$ cat src/rtl/uart_pkg.sv
// Shared definitions for the bus-slave UART transmitter: register offsets,
// serializer states and STATUS bit positions.
package uart_pkg;

  localparam logic [1:0] UART_TXDATA = 2'd0;
  localparam logic [1:0] UART_STATUS = 2'd1;
  localparam logic [1:0] UART_DIV    = 2'd2;
  localparam logic [1:0] UART_CTRL   = 2'd3;

  localparam int ST_BUSY      = 0;
  localparam int ST_FULL      = 1;
  localparam int ST_EMPTY     = 2;
  localparam int ST_OVF       = 3;
  localparam int ST_LEVEL_LSB = 8;

  localparam int DIV_W = 16;

  typedef enum logic [1:0] {
    IDLE,
    START,
    DATA,
    STOP
  } tx_state_e;

endpackage

$ cat src/rtl/uart_tx_fifo.sv
// Synchronous byte FIFO for the UART transmit path. A push while full is
// accepted only when a pop happens in the same cycle.
module uart_tx_fifo #(
  parameter int DEPTH = 16,
  parameter int WIDTH = 8
) (
  input  logic                     clk_i,
  input  logic                     rst_ni,
  input  logic                     push_i,
  input  logic                     pop_i,
  input  logic [WIDTH-1:0]         wdata_i,
  output logic [WIDTH-1:0]         rdata_o,
  output logic                     full_o,
  output logic                     empty_o,
  output logic [$clog2(DEPTH):0]   level_o
);

  localparam int PW = $clog2(DEPTH);
  localparam int LW = PW + 1;

  logic [WIDTH-1:0] mem_q [DEPTH];
  logic [PW-1:0]    wr_ptr_q, rd_ptr_q;
  logic [LW-1:0]    level_q;
  logic             do_push, do_pop;

  assign full_o  = (level_q == LW'(DEPTH));
  assign empty_o = (level_q == '0);
  assign level_o = level_q;
  assign rdata_o = mem_q[rd_ptr_q];

  assign do_pop  = pop_i & ~empty_o;
  assign do_push = push_i & (~full_o | do_pop);

  // Storage carries no reset; only the pointers define what is valid.
  always_ff @(posedge clk_i) begin
    if (do_push) begin
      mem_q[wr_ptr_q] <= wdata_i;
    end
  end

  always_ff @(posedge clk_i or negedge rst_ni) begin
    if (!rst_ni) begin
      wr_ptr_q <= '0;
      rd_ptr_q <= '0;
      level_q  <= '0;
    end else begin
      if (do_push) wr_ptr_q <= wr_ptr_q + 1'b1;
      if (do_pop)  rd_ptr_q <= rd_ptr_q + 1'b1;
      case ({do_push, do_pop})
        2'b10:   level_q <= level_q + 1'b1;
        2'b01:   level_q <= level_q - 1'b1;
        default: level_q <= level_q;
      endcase
    end
  end

endmodule

$ cat src/rtl/uart_tx_dev.sv
// Bus-slave UART transmitter: register file, bus decode and an 8N1 serializer
// draining the TX FIFO onto tx_o, LSB first.
module uart_tx_dev
  import uart_pkg::*;
#(
  parameter int DATA_WIDTH  = 32,
  parameter int ADDR_WIDTH  = 32,
  parameter int FIFO_DEPTH  = 16,
  parameter int DEFAULT_DIV = 16
) (
  input  logic                  clk_i,
  input  logic                  rst_ni,
  input  logic                  req_i,
  input  logic                  we_i,
  input  logic [ADDR_WIDTH-1:0] addr_i,
  input  logic [DATA_WIDTH-1:0] wdata_i,
  output logic [DATA_WIDTH-1:0] rdata_o,
  output logic                  tx_o,
  output logic                  irq_o
);

  localparam int LW = $clog2(FIFO_DEPTH) + 1;

  logic [1:0]            reg_sel;
  logic                  wr_en, rd_en, push;
  logic [DATA_WIDTH-1:0] rdata_q, rdata_d, status_w;
  logic [DIV_W-1:0]      div_q;
  logic                  tx_en_q, irq_en_q, ovf_q;

  logic                  fifo_pop, fifo_full, fifo_empty;
  logic [7:0]            fifo_rdata;
  logic [LW-1:0]         fifo_level;

  tx_state_e             state_q, state_d;
  logic [DIV_W-1:0]      cnt_q, cnt_d, frame_div_q, frame_div_d;
  logic [2:0]            bit_idx_q, bit_idx_d;
  logic [7:0]            shift_q, shift_d;
  logic                  busy, start_ok, bit_end;

  logic                  unused_bits;
  assign unused_bits = ^{addr_i[ADDR_WIDTH-1:4], addr_i[1:0], wdata_i[DATA_WIDTH-1:16]};

  assign reg_sel = addr_i[3:2];
  assign wr_en   = req_i & we_i;
  assign rd_en   = req_i & ~we_i;
  assign push    = wr_en & (reg_sel == UART_TXDATA);

  uart_tx_fifo #(
    .DEPTH (FIFO_DEPTH),
    .WIDTH (8)
  ) u_fifo (
    .clk_i   (clk_i),
    .rst_ni  (rst_ni),
    .push_i  (push),
    .pop_i   (fifo_pop),
    .wdata_i (wdata_i[7:0]),
    .rdata_o (fifo_rdata),
    .full_o  (fifo_full),
    .empty_o (fifo_empty),
    .level_o (fifo_level)
  );

  assign busy  = (state_q != IDLE);
  assign irq_o = irq_en_q & fifo_empty & ~busy;

  always_comb begin
    status_w                          = '0;
    status_w[ST_BUSY]                 = busy;
    status_w[ST_FULL]                 = fifo_full;
    status_w[ST_EMPTY]                = fifo_empty;
    status_w[ST_OVF]                  = ovf_q;
    status_w[ST_LEVEL_LSB +: 8]       = 8'(fifo_level);
  end

  always_comb begin
    rdata_d = '0;
    case (reg_sel)
      UART_STATUS: rdata_d = status_w;
      UART_DIV:    rdata_d[DIV_W-1:0] = div_q;
      UART_CTRL:   rdata_d[1:0] = {irq_en_q, tx_en_q};
      default:     rdata_d = '0;
    endcase
  end

  always_ff @(posedge clk_i or negedge rst_ni) begin
    if (!rst_ni) begin
      rdata_q  <= '0;
      div_q    <= DIV_W'(DEFAULT_DIV);
      tx_en_q  <= 1'b0;
      irq_en_q <= 1'b0;
      ovf_q    <= 1'b0;
    end else begin
      if (wr_en) begin
        case (reg_sel)
          UART_DIV: div_q <= (wdata_i[DIV_W-1:0] == '0) ? DIV_W'(1) : wdata_i[DIV_W-1:0];
          UART_CTRL: begin
            tx_en_q  <= wdata_i[0];
            irq_en_q <= wdata_i[1];
            if (wdata_i[2]) ovf_q <= 1'b0;
          end
          default: ;
        endcase
      end
      // A full FIFO still takes the byte when the serializer pops in the same cycle.
      if (push && fifo_full && !fifo_pop) ovf_q <= 1'b1;
      if (rd_en) rdata_q <= rdata_d;
    end
  end

  assign rdata_o = rdata_q;

  always_ff @(posedge clk_i or negedge rst_ni) begin
    if (!rst_ni) begin
      state_q     <= IDLE;
      cnt_q       <= '0;
      frame_div_q <= DIV_W'(DEFAULT_DIV);
      bit_idx_q   <= '0;
      shift_q     <= '0;
    end else begin
      state_q     <= state_d;
      cnt_q       <= cnt_d;
      frame_div_q <= frame_div_d;
      bit_idx_q   <= bit_idx_d;
      shift_q     <= shift_d;
    end
  end

  assign start_ok = tx_en_q & ~fifo_empty;
  assign bit_end  = (cnt_q == '0);

  always_comb begin
    state_d     = state_q;
    cnt_d       = cnt_q;
    frame_div_d = frame_div_q;
    bit_idx_d   = bit_idx_q;
    shift_d     = shift_q;
    fifo_pop    = 1'b0;
    case (state_q)
      IDLE: begin
        if (start_ok) begin
          fifo_pop    = 1'b1;
          shift_d     = fifo_rdata;
          frame_div_d = div_q;
          cnt_d       = div_q - 1'b1;
          state_d     = START;
        end
      end
      START: begin
        if (bit_end) begin
          cnt_d     = frame_div_q - 1'b1;
          bit_idx_d = '0;
          state_d   = DATA;
        end else begin
          cnt_d = cnt_q - 1'b1;
        end
      end
      DATA: begin
        if (bit_end) begin
          cnt_d     = frame_div_q - 1'b1;
          shift_d   = {1'b0, shift_q[7:1]};
          bit_idx_d = bit_idx_q + 1'b1;
          if (bit_idx_q == 3'd7) state_d = STOP;
        end else begin
          cnt_d = cnt_q - 1'b1;
        end
      end
      STOP: begin
        if (bit_end) begin
          // Back-to-back frames: the next byte is popped with no idle gap.
          if (start_ok) begin
            fifo_pop    = 1'b1;
            shift_d     = fifo_rdata;
            frame_div_d = div_q;
            cnt_d       = div_q - 1'b1;
            state_d     = START;
          end else begin
            state_d = IDLE;
          end
        end else begin
          cnt_d = cnt_q - 1'b1;
        end
      end
      default: state_d = IDLE;
    endcase
  end

  always_comb begin
    tx_o = 1'b1;
    case (state_q)
      START:   tx_o = 1'b0;
      DATA:    tx_o = shift_q[0];
      default: tx_o = 1'b1;
    endcase
  end

endmodule
$ cat config.mk
export PLATFORM = sky130hd
export DESIGN_NAME = uart_tx_dev
export DESIGN_NICKNAME = d
export VERILOG_FILES = /design/src/rtl/uart_pkg.sv /design/src/rtl/uart_tx_fifo.sv /design/src/rtl/uart_tx_dev.sv
export SDC_FILE = /design/constraint.sdc
export NUM_CORES = 1
export LEC_CHECK = 0
export BUFFER_PORTS_ARGS = -buffer_cell sky130_fd_sc_hd__buf_2
export CORE_AREA = 5 5 139 141
export CTS_CLUSTER_DIAMETER = 200
export DETAILED_ROUTE_END_ITERATION = 6
export DIE_AREA = 0 0 144 146
export HOLD_SLACK_MARGIN = 0.08
export PLACE_DENSITY = 0.85
export SLEW_MARGIN = 10
export SYNTH_ARGS = -nofsm -noshare
export SYNTH_HDL_FRONTEND = slang
export SYNTH_SLANG_ARGS = --single-unit
$ cat constraint.sdc
create_clock -name clk_i -period 3.7 [get_ports clk_i]
set_input_delay 0.555 -clock clk_i [delete_from_list [all_inputs] [get_ports clk_i]]
set_output_delay 0.555 -clock clk_i [all_outputs]
set_load 0.005 [all_outputs]
==> impl_metrics.csv, run 1 <==
group,metric,value,unit
setup_path,cp-startpoint,"state_q[1]",
yosys,synthTopCellsByArea,"edfxtp_1 37%, dfrtp_1 22%, mux4_2 4.2%",
cells_and_area,antenna_cells,0,
setup_path,start_kind,"register",
place,dp_hpwl,15.2,mm
global_routing,grt_use_total,22.3,%
yosys,synth_top_area_share,37.3,%
sta,relSlewSlack,40.6,%
floorplanning,die_h,146,um
yosys,seq_area_frac_synth,60.0,%
clocking,clk_path_buf_depth,3,
setup_path,cp_data_arrival_time,3.20,ns
yosys,syn-cell-area,0.0103,mm2
setup_path,max_stage_delay,0.46,ns
sta,worst_pin_slew,0.891,ns
setup_path,r2r-start,"state_q[1]",
clocking,clk_latency,0.51,ns
cells_and_area,num-fill-cells,1231,
yosys,synth_edf_count,128,
yosys,yosysMostFrequentCell,"edfxtp_1",
routing,vias_per_cell,6.28,
setup_path,cp_common_cell,"nor2_1",
setup_path,critical_path_class,"reg2reg",
global_routing,grt_max_degree,45,
global_routing,antenna_found_initial,0,
routing,drt-initial-drc-count,749,
floorplanning,core,0.0178,mm2
yosys,synth_cells,801,
sta,report.final.slew_viol_count,0,
yosys,yosysTopAreaCell,"edfxtp_1",
clocking,cts_buffers,23,
power_and_ir_drop,p_leak,4.46,nW
routing,route.detailed.drc,0,
setup_path,critPathSlowestCell,"ha_1",
clocking,htreeDepth,1,
setup_path,cp.required,3.92,ns
clocking,cts_root_buf,"clkbuf_16",
cells_and_area,drive_above_1_share,19.3,%
global_routing,first_global_vias,6794,
routing,firstDrtPassIters,6,
floorplanning,num_io_pins,102,
routing,drtAntennaViolNets,0,
floorplanning,floorplan.initialDensity,57.7,%
global_routing,overflow,0,
yosys,yosysWarnings,0,
routing,wire_per_inst,21.1,um
setup_path,crit_path_end_kind,"register",
yosys,async_flop_share,42.1,%
clocking,path_clk_slew,0.06,ns
clocking,cts_setup_buffers,0,
yosys,ys_ff_latch,221,
setup_path,critical_path.max_fanout,11,
sta,post-route-period-util,80.5,%
floorplanning,row_count,49,
place,place_area,0.0108,mm2
min_path,worstHoldStart,"wdata_i[9]",
min_path,min_path_type,"in2reg",
cells_and_area,multi_input_area,0.00382,mm2
routing,vias,6905,
setup_path,critical_path_buf_inv_count,2,
yosys,syn_avg_cell_area,12.9,um2
power_and_ir_drop,p_per_area,720,mW/mm2
clocking,clock-sinks,221,
cells_and_area,nets,944,
sta,rsz0062_at_grt,"false",
status,status,"completed",
clocking,tritoncts,"done",
sta,skew,0.00762,ns
cells_and_area,register_area,0.00617,mm2
sta,finalCriticalPeriod,2.98,ns
floorplanning,die_area,0.0210,mm2
global_routing,grt_pass1_wl,37.2,mm
yosys,synthFlopType,"edfxtp_1",
cells_and_area,area_growth,11.9,%
sta,finalSetupViolCount,0,
setup_path,cpLargestDelayFamily,"simple AND/OR/NAND/NOR gates",
place,numPortBuffers,39,
power_and_ir_drop,irDropWorstVdd,0.556,mV
run,cap_violations,0,
routing,routed_wl,23.2,mm
yosys,ys_top_cells_by_count,"128 x edfxtp_1, 91 x dfrtp_1, 70 x nand2_1",
setup_path,crit_path_cell_trace,"inv_1 > ha_1 > nor2_1 > o211ai_1 > a21oi_2 > nand2_1 > nor2_1 > buf_4",
cells_and_area,stdcell_area,0.0115,mm2
floorplanning,die_w,144,um
place,place_congestion,0.859,
sta,finalHoldViolCount,0,
sta,fmax,336,MHz
clocking,ctsResizeCount,0,
sta,setup_tns,0,ns
yosys,yosysUniqueCellTypes,63,
==> worst reg2reg max path: cells and delay by family, from the launching register on <==
family	cells	cell delay, ns
fa+ha+maj	1	0.46
simple gates	3	0.86
buf+inv	2	0.34
compound gates	2	0.65
flops	1	0.39
==> what timing repair did <==
action | in CTS | in global routing
hold buffers | 1 | 0
setup endpoints to repair | 0 | 0
hold endpoints to repair | 41 | 0
==> layout by cell type, fill, tap and decap left out, types with 23 or more instances in the layout <==
master / instances
dfrtp_1: 90
nand2_1: 70
o21ai_0: 50
nor2_1: 52
edfxtp_1: 128
a22oi_1: 26
buf_4: 32
mux2i_1: 31
clkbuf_16: 23
buf_2: 38
mux2_2: 33
xnor2_1: 25
==> metrics by stage <==
stage	util, %	hold slack (ns)	total power, W	worst slack (ns)	cells
2_1_floorplan	-	0.259	0.00534	0.846	816
3_3_place_gp	60.5	0.458	0.00596	0.854	1057
3_5_place_dp	60.5	0.470	0.00607	0.745	1057
4_1_cts	64.6	0.288	0.00829	0.725	1100
5_1_grt	64.6	0.284	0.00874	0.480	1100
6_report	64.6	0.302	0.00829	0.721	1100
==> path summary, 6_finish.rpt <==
check / to / slack [ns] / cells after the start
max in group asynchronous: rdata_o[11] / 2.26 / 3
worst min register to register: rdata_o[13] / 0.48 / 2
worst max register to register: u_fifo.mem_q[11][1] / 0.72 / 8
worst min-delay path: div_q[9] / 0.30 / 2
worst max-delay path: u_fifo.mem_q[11][1] / 0.72 / 8
min in group asynchronous: cnt_q[15] / 0.59 / 2
==> state kept, by name (all words and copies together), names as in the netlist <==
signal	count
rdata_o	16
u_fifo.wr_ptr_q	4
u_fifo.mem_q	128
cnt_q	16
ovf_q	1
tx_en_q	1
u_fifo.rd_ptr_q	4
u_fifo.level_o	5
shift_q	8
div_q	16
state_q	2
irq_en_q	1
frame_div_q	16
bit_idx_q	3
==> where the power goes <==
part | internal, W | switching, W
combinational | 0.00119 | 0.00140
sequential | 0.00298 | 0.000525
clock | 0.00128 | 0.000907
total | 0.00546 | 0.00283
==> metal layers <==
layer	routed length (um)	up-vias	global-route usage, %
li1	-	3076	-
met1	9610	3446	32.8
met2	11300	329	35.4
met3	1750	54	3.02
met4	509	0	5.41
met5	0	-	0
==> kinds of logic after synthesis <==
logic type / synth area share [%]
buffers and inverters: 3.50
XOR/XNOR: 3.74
AND/OR/NAND/NOR: 9.69
adder cells (fa/ha/maj): 2.67
multiplexers: 10.8
other: 0.0364
AO/OA/AOI/OAI: 9.62
flip-flops: 60.0
==> cell type report <==
class	instances	area share, %
clock buffer	36	5.68
clock inverter	6	0.511
inverter	17	0.554
multi-input combinational	519	33.2
sequential	221	53.6
tap	229	2.49
timing repair buffer	72	4.00
Power figures use the tool's default switching activity.
==> run 2: changes to the inputs <==
- CORE_AREA: 5 5 139 141 -> 5 5 145 147
- DIE_AREA: 0 0 144 146 -> 0 0 150 152
- PLACE_DENSITY: 0.85 -> 0.82
- clock period: 3.7 -> 2.5 ns (I/O delays scaled with it)
==> run 2 against run 1 <==
Count of clock-buffer cells in the layout down 7. Fmax increased by 22%. Power up 53%. Hold slack lost 0.16 ns. Die area increased by 8.4%. Design area rose by 5.6%. Largest cell class unchanged. Largest power group unchanged.
==> impl_metrics.csv, run 2 (synthesis results as in run 1) <==
group,metric,value,unit
sta,relSlewSlack,25.1,%
setup_path,reg2reg_depth,9,
sta,post-route-period-util,97.5,%
clocking,cts_root_buf,"clkbuf_16",
global_routing,overflow,0,
routing,vias,6996,
cells_and_area,area_growth,18.1,%
setup_path,cp-startpoint,"state_q[1]",
status,status,"completed",
clocking,clk_latency,0.49,ns
cells_and_area,antenna_cells,0,
routing,vias_per_cell,5.91,
sta,finalSetupViolCount,0,
setup_path,timing.rr.end,"u_fifo.mem_q[14][2]",
cells_and_area,layout_common_cells,"128 x edfxtp_1, 90 x dfrtp_1, 66 x nand2_1",
sta,rsz0062_at_grt,"true",
routing,wire_per_inst,20.4,um
place,numPortBuffers,39,
sta,worst_pin_slew,1.12,ns
clocking,htreeDepth,1,
sta,skew,0.0115,ns
global_routing,first_global_vias,7134,
floorplanning,row_count,52,
setup_path,endpoint,"u_fifo.mem_q[14][2]",
routing,drt-initial-drc-count,844,
cells_and_area,layout_commonest_cell,"edfxtp_1",
global_routing,grt_pass1_wl,38.9,mm
cells_and_area,multi_input_area,0.00396,mm2
power_and_ir_drop,p_per_area,1050,mW/mm2
clocking,clk_path_buf_depth,3,
clocking,clock-sinks,221,
cells_and_area,num-fill-cells,1404,
place,dp_hpwl,16.4,mm
sta,finalHoldViolCount,0,
setup_path,r2r-start,"state_q[1]",
floorplanning,core,0.0198,mm2
setup_path,critical_path_class,"reg2reg",
sta,finalCriticalPeriod,2.44,ns
floorplanning,die_h,152,um
clocking,cts_buffers,21,
sta,fmax,410,MHz
setup_path,critical_path.max_fanout,8,
clocking,path_clk_slew,0.06,ns
clocking,tritoncts,"done",
cells_and_area,largest_reg_flops,128,
global_routing,antenna_found_initial,0,
routing,route.detailed.drc,0,
setup_path,ff2ff_setup_slack,0.06,ns
place,place_area,0.0114,mm2
min_path,min_path_type,"in2reg",
cells_and_area,nets,990,
floorplanning,die_area,0.0228,mm2
power_and_ir_drop,p_leak,4.74,nW
cells_and_area,final_util,61.5,%
cells_and_area,drive_above_1_share,25.7,%
setup_path,cp_data_arrival_time,2.64,ns
routing,firstDrtPassIters,5,
setup_path,crit_path_end_kind,"register",
floorplanning,num_io_pins,102,
power_and_ir_drop,irDropWorstVdd,0.715,mV
setup_path,start_kind,"register",
cells_and_area,stdcell_area,0.0122,mm2
routing,routed_wl,24.2,mm
setup_path,cp.required,2.70,ns
floorplanning,die_w,150,um
place,place_congestion,0.843,
global_routing,grt_use_total,21.7,%
sta,setup_tns,0,ns
global_routing,grt_max_degree,41,
sta,report.final.slew_viol_count,0,
cells_and_area,top_register,"u_fifo.mem_q",
cells_and_area,register_area,0.00617,mm2
power_and_ir_drop,power,0.0127,W
run,cap_violations,0,
routing,drtAntennaViolNets,0,
floorplanning,floorplan.initialDensity,52.1,%
run 2: stage by stage:
step / instances / setup WS (ns) / hold WS [ns]
finish: 1184 / 0.0623 / 0.138
global route: 1184 / -0.0515 / 0.135
CTS: 1179 / 0.00347 / 0.128
detailed placement: 1140 / -0.0457 / 0.324
global placement: 1140 / -0.00755 / 0.320
floorplan: 816 / -0.0720 / 0.0794
run 2: final cells by class:
cell class                      count  area share, %
Tap cell                          270           2.78
Multi-Input combinational cell    519           32.6
Timing Repair Buffer              120           7.94
Clock buffer                       29           4.65
Sequential cell                   221           50.8
Inverter                           17          0.525
Clock inverter                      8          0.751
run 2: worst min-delay path by stage:
stage	start	to	slack, ns	cells past startpoint
CTS	wdata_i[11]	div_q[11]	0.13	2
floorplan	rst_ni	bit_idx_q[0]	0.08	0
finish	wdata_i[11]	div_q[11]	0.14	2
global placement	rst_ni	cnt_q[9]	0.32	1
global route	wdata_i[8]	div_q[8]	0.14	2
detailed placement	rst_ni	cnt_q[9]	0.32	1
run 2: report_power, final:
part | switching [W] | total (W) | internal, W
combinational | 0.00241 | 0.00460 | 0.00219
clock | 0.00128 | 0.00307 | 0.00179
sequential | 0.000639 | 0.00506 | 0.00442
total | 0.00433 | 0.0127 | 0.00839
run 2: layer usage:
metal | track usage [%] | part of all wire (%) | wire [um] | vias to the layer above
li1 | - | - | - | 3169
met3 | 3.99 | 7.2 | 1750 | 61
met5 | 0 | 0 | 0 | -
met2 | 36.4 | 51 | 12300 | 303
met1 | 28.5 | 39 | 9410 | 3463
met4 | 7.28 | 2.9 | 708 | 0
run 2: worst max-delay path: stages, from the launching register on:
cell and delay (ns):
dfrtp_1 0.40, inv_1 0.11, ha_1 0.32, nor2_2 0.23, o211ai_1 0.26, a21oi_4 0.27, buf_6 0.14, nand2_2 0.10
nor2_1 0.16, buf_6 0.18
run 2: timing repair:
| item | CTS | global route |
|---|---|---|
| pin swaps | 1 | 8 |
| hold endpoints to repair | 24 | 0 |
| hold buffers | 1 | 0 |
| resized for setup | 4 | 16 |
| endpoints found under the setup margin | 63 | 131 |
| setup buffers | 1 | 5 |
==> run 3: changes to the inputs <==
- CORE_AREA: 5 5 145 147 -> 5 5 186 188
- DIE_AREA: 0 0 150 152 -> 0 0 191 193
- PLACE_DENSITY: 0.82 -> 0.57
==> run 3 against run 2 <==
Worst setup slack better by 0.034 ns. Non-clock buffer count up 12. Sequential cell count unchanged. Clock skew down 0.0040 ns. Via count down 3.7%. Combinational power about the same. Largest cell class unchanged.
==> impl_metrics.csv, run 3 (synthesis results as in run 1) <==
group,metric,value,unit
run,cap_violations,0,
sta,hold_slack,0.123,ns
floorplanning,die_h,193,um
cells_and_area,top_register,"u_fifo.mem_q",
setup_path,cpLargestDelayFamily,"simple AND/OR/NAND/NOR gates",
clocking,path_clk_slew,0.06,ns
cells_and_area,layout_commonest_cell,"edfxtp_1",
global_routing,overflow,0,
floorplanning,die_w,191,um
power_and_ir_drop,irDropWorstVdd,0.526,mV
power_and_ir_drop,internal-power,0.00839,W
place,place_congestion,0.804,
power_and_ir_drop,p_comb_share,36.0,%
clocking,cts_buffers,23,
power_and_ir_drop,swShare,34.3,%
setup_path,critical_path.max_fanout,2,
sta,report.final.slew_viol_count,0,
clocking,tritoncts,"done",
power_and_ir_drop,pwr-share-clk,24.4,%
place,numPortBuffers,39,
status,status,"completed",
place,post-place-ws,-0.156,ns
routing,route.detailed.drc,0,
power_and_ir_drop,power,0.0128,W
place,placed_cells,1334,
clocking,clk_path_buf_depth,3,
cells_and_area,antenna_cells,0,
floorplanning,row_count,67,
floorplanning,floorplan.initialDensity,31.3,%
place,place_area,0.0116,mm2
cells_and_area,stdcell_area,0.0125,mm2
setup_path,start_kind,"register",
routing,vias_per_cell,4.89,
global_routing,antenna_found_initial,0,
routing,drtAntennaViolNets,0,
global_routing,first_global_vias,6945,
setup_path,cp.required,2.12,ns
setup_path,crit_path_end_kind,"primary output",
sta,relSlewSlack,39.3,%
global_routing,grt_max_degree,36,
setup_path,critical_path_class,"reg2out",
sta,post-route-period-util,96.2,%
cells_and_area,nets,1004,
setup_path,crit_path_cell_trace,"or4_4 > buf_4 > nor2_1 > and3_1 > buf_2",
sta,finalSetupViolCount,0,
sta,setup_ws,0.0961,ns
routing,wire_per_inst,17.7,um
global_routing,grt_pass1_wl,39.3,mm
place,dp_hpwl,17.3,mm
power_and_ir_drop,p_seq_share,39.6,%
clocking,clk_latency,0.51,ns
clocking,clock-sinks,221,
setup_path,critPathSlowestCell,"or4_4",
sta,skew,0.00745,ns
setup_path,max_stage_delay,0.55,ns
routing,firstDrtPassIters,5,
power_and_ir_drop,p_leak,4.80,nW
clocking,htreeDepth,1,
min_path,min_path_type,"in2reg",
clocking,cts_root_buf,"clkbuf_16",
routing,vias,6738,
routing,drt-initial-drc-count,452,
power_and_ir_drop,p_per_area,1030,mW/mm2
setup_path,critical_path_buf_inv_count,2,
global_routing,grt_use_total,13.4,%
routing,routed_wl,24.4,mm
cells_and_area,layout_common_cells,"128 x edfxtp_1, 90 x dfrtp_1, 81 x buf_4",
setup_path,cp_data_arrival_time,2.03,ns
cells_and_area,drive_above_1_share,27.6,%
floorplanning,core,0.0329,mm2
floorplanning,die_area,0.0369,mm2
power_and_ir_drop,p_sw,0.00439,W
sta,finalHoldViolCount,0,
sta,finalCriticalPeriod,2.40,ns
sta,fmax,416,MHz
cells_and_area,instances_no_fill,1379,
cells_and_area,largest_reg_flops,128,
floorplanning,num_io_pins,102,
cells_and_area,area_growth,21.0,%
sta,worst_pin_slew,0.911,ns
-- run 3: through the flow --
stage / TNS (ns) / utilization, %
2_1_floorplan: -4.47 / -
3_3_place_gp: -6.30 / 35.4
3_5_place_dp: -10.31 / 35.4
4_1_cts: 0 / 37.6
5_1_grt: -0.000133 / 37.8
6_report: 0 / 37.8
-- run 3: power by group through the flow --
stage / Clock, W / Sequential (W) / Combinational, W
floorplan: 0 / 0.00490 / 0.00312
CTS: 0.00319 / 0.00505 / 0.00457
global route: 0.00335 / 0.00514 / 0.00514
global placement: 0 / 0.00510 / 0.00447
detailed placement: 0 / 0.00511 / 0.00451
finish: 0.00312 / 0.00505 / 0.00460
-- run 3: final cells by class --
cell class              count  area [um2]
inverters                  17        63.8
clock buffers              31         626
well taps                 448         561
repair buffers            132         996
flip-flops and latches    221        6170
fillers                  3162       20500
clock inverters            11        57.6
multi-input cells         519        3980
-- run 3: repair_timing --
action | CTS | global route
setup buffers | 2 | 0
hold buffers | 1 | 0
gates resized for setup | 8 | 20
endpoints found under the setup margin | 141 | 136
pin swaps | 2 | 5
hold endpoints to repair | 32 | 0
-- run 3: worst register-to-register path, stage by stage (launching register included) --
cell      delay, ns
dfrtp_1        0.38
or4_4          0.54
or4_4          0.45
or4_4          0.46
nor3_4         0.16
xnor2_2        0.15
o221ai_2       0.12
-- run 3: final timing paths --
check                                        from               to  slack [ns]  cells after the start
worst max-delay path            u_fifo.level_o[3]            irq_o         0.1                      5
worst min-delay path                  wdata_i[15]        div_q[15]        0.12                      2
worst max register to register     frame_div_q[2]        cnt_q[15]         0.1                      6
worst min register to register        rdata_o[13]      rdata_o[13]        0.48                      2
max in group asynchronous                  rst_ni         div_q[4]        1.47                      3
min in group asynchronous                  rst_ni  frame_div_q[15]        0.40                      2
-- run 3: metal layers --
| metal | part of all wire [%] | track usage (%) | up-vias |
|---|---|---|---|
| met2 | 47 | 21.6 | 134 |
| met3 | 3.7 | 1.58 | 32 |
| met1 | 47 | 19.3 | 3381 |
| met4 | 2.1 | 3.40 | 0 |
| li1 | - | - | 3191 |
| met5 | 0 | 0 | - |
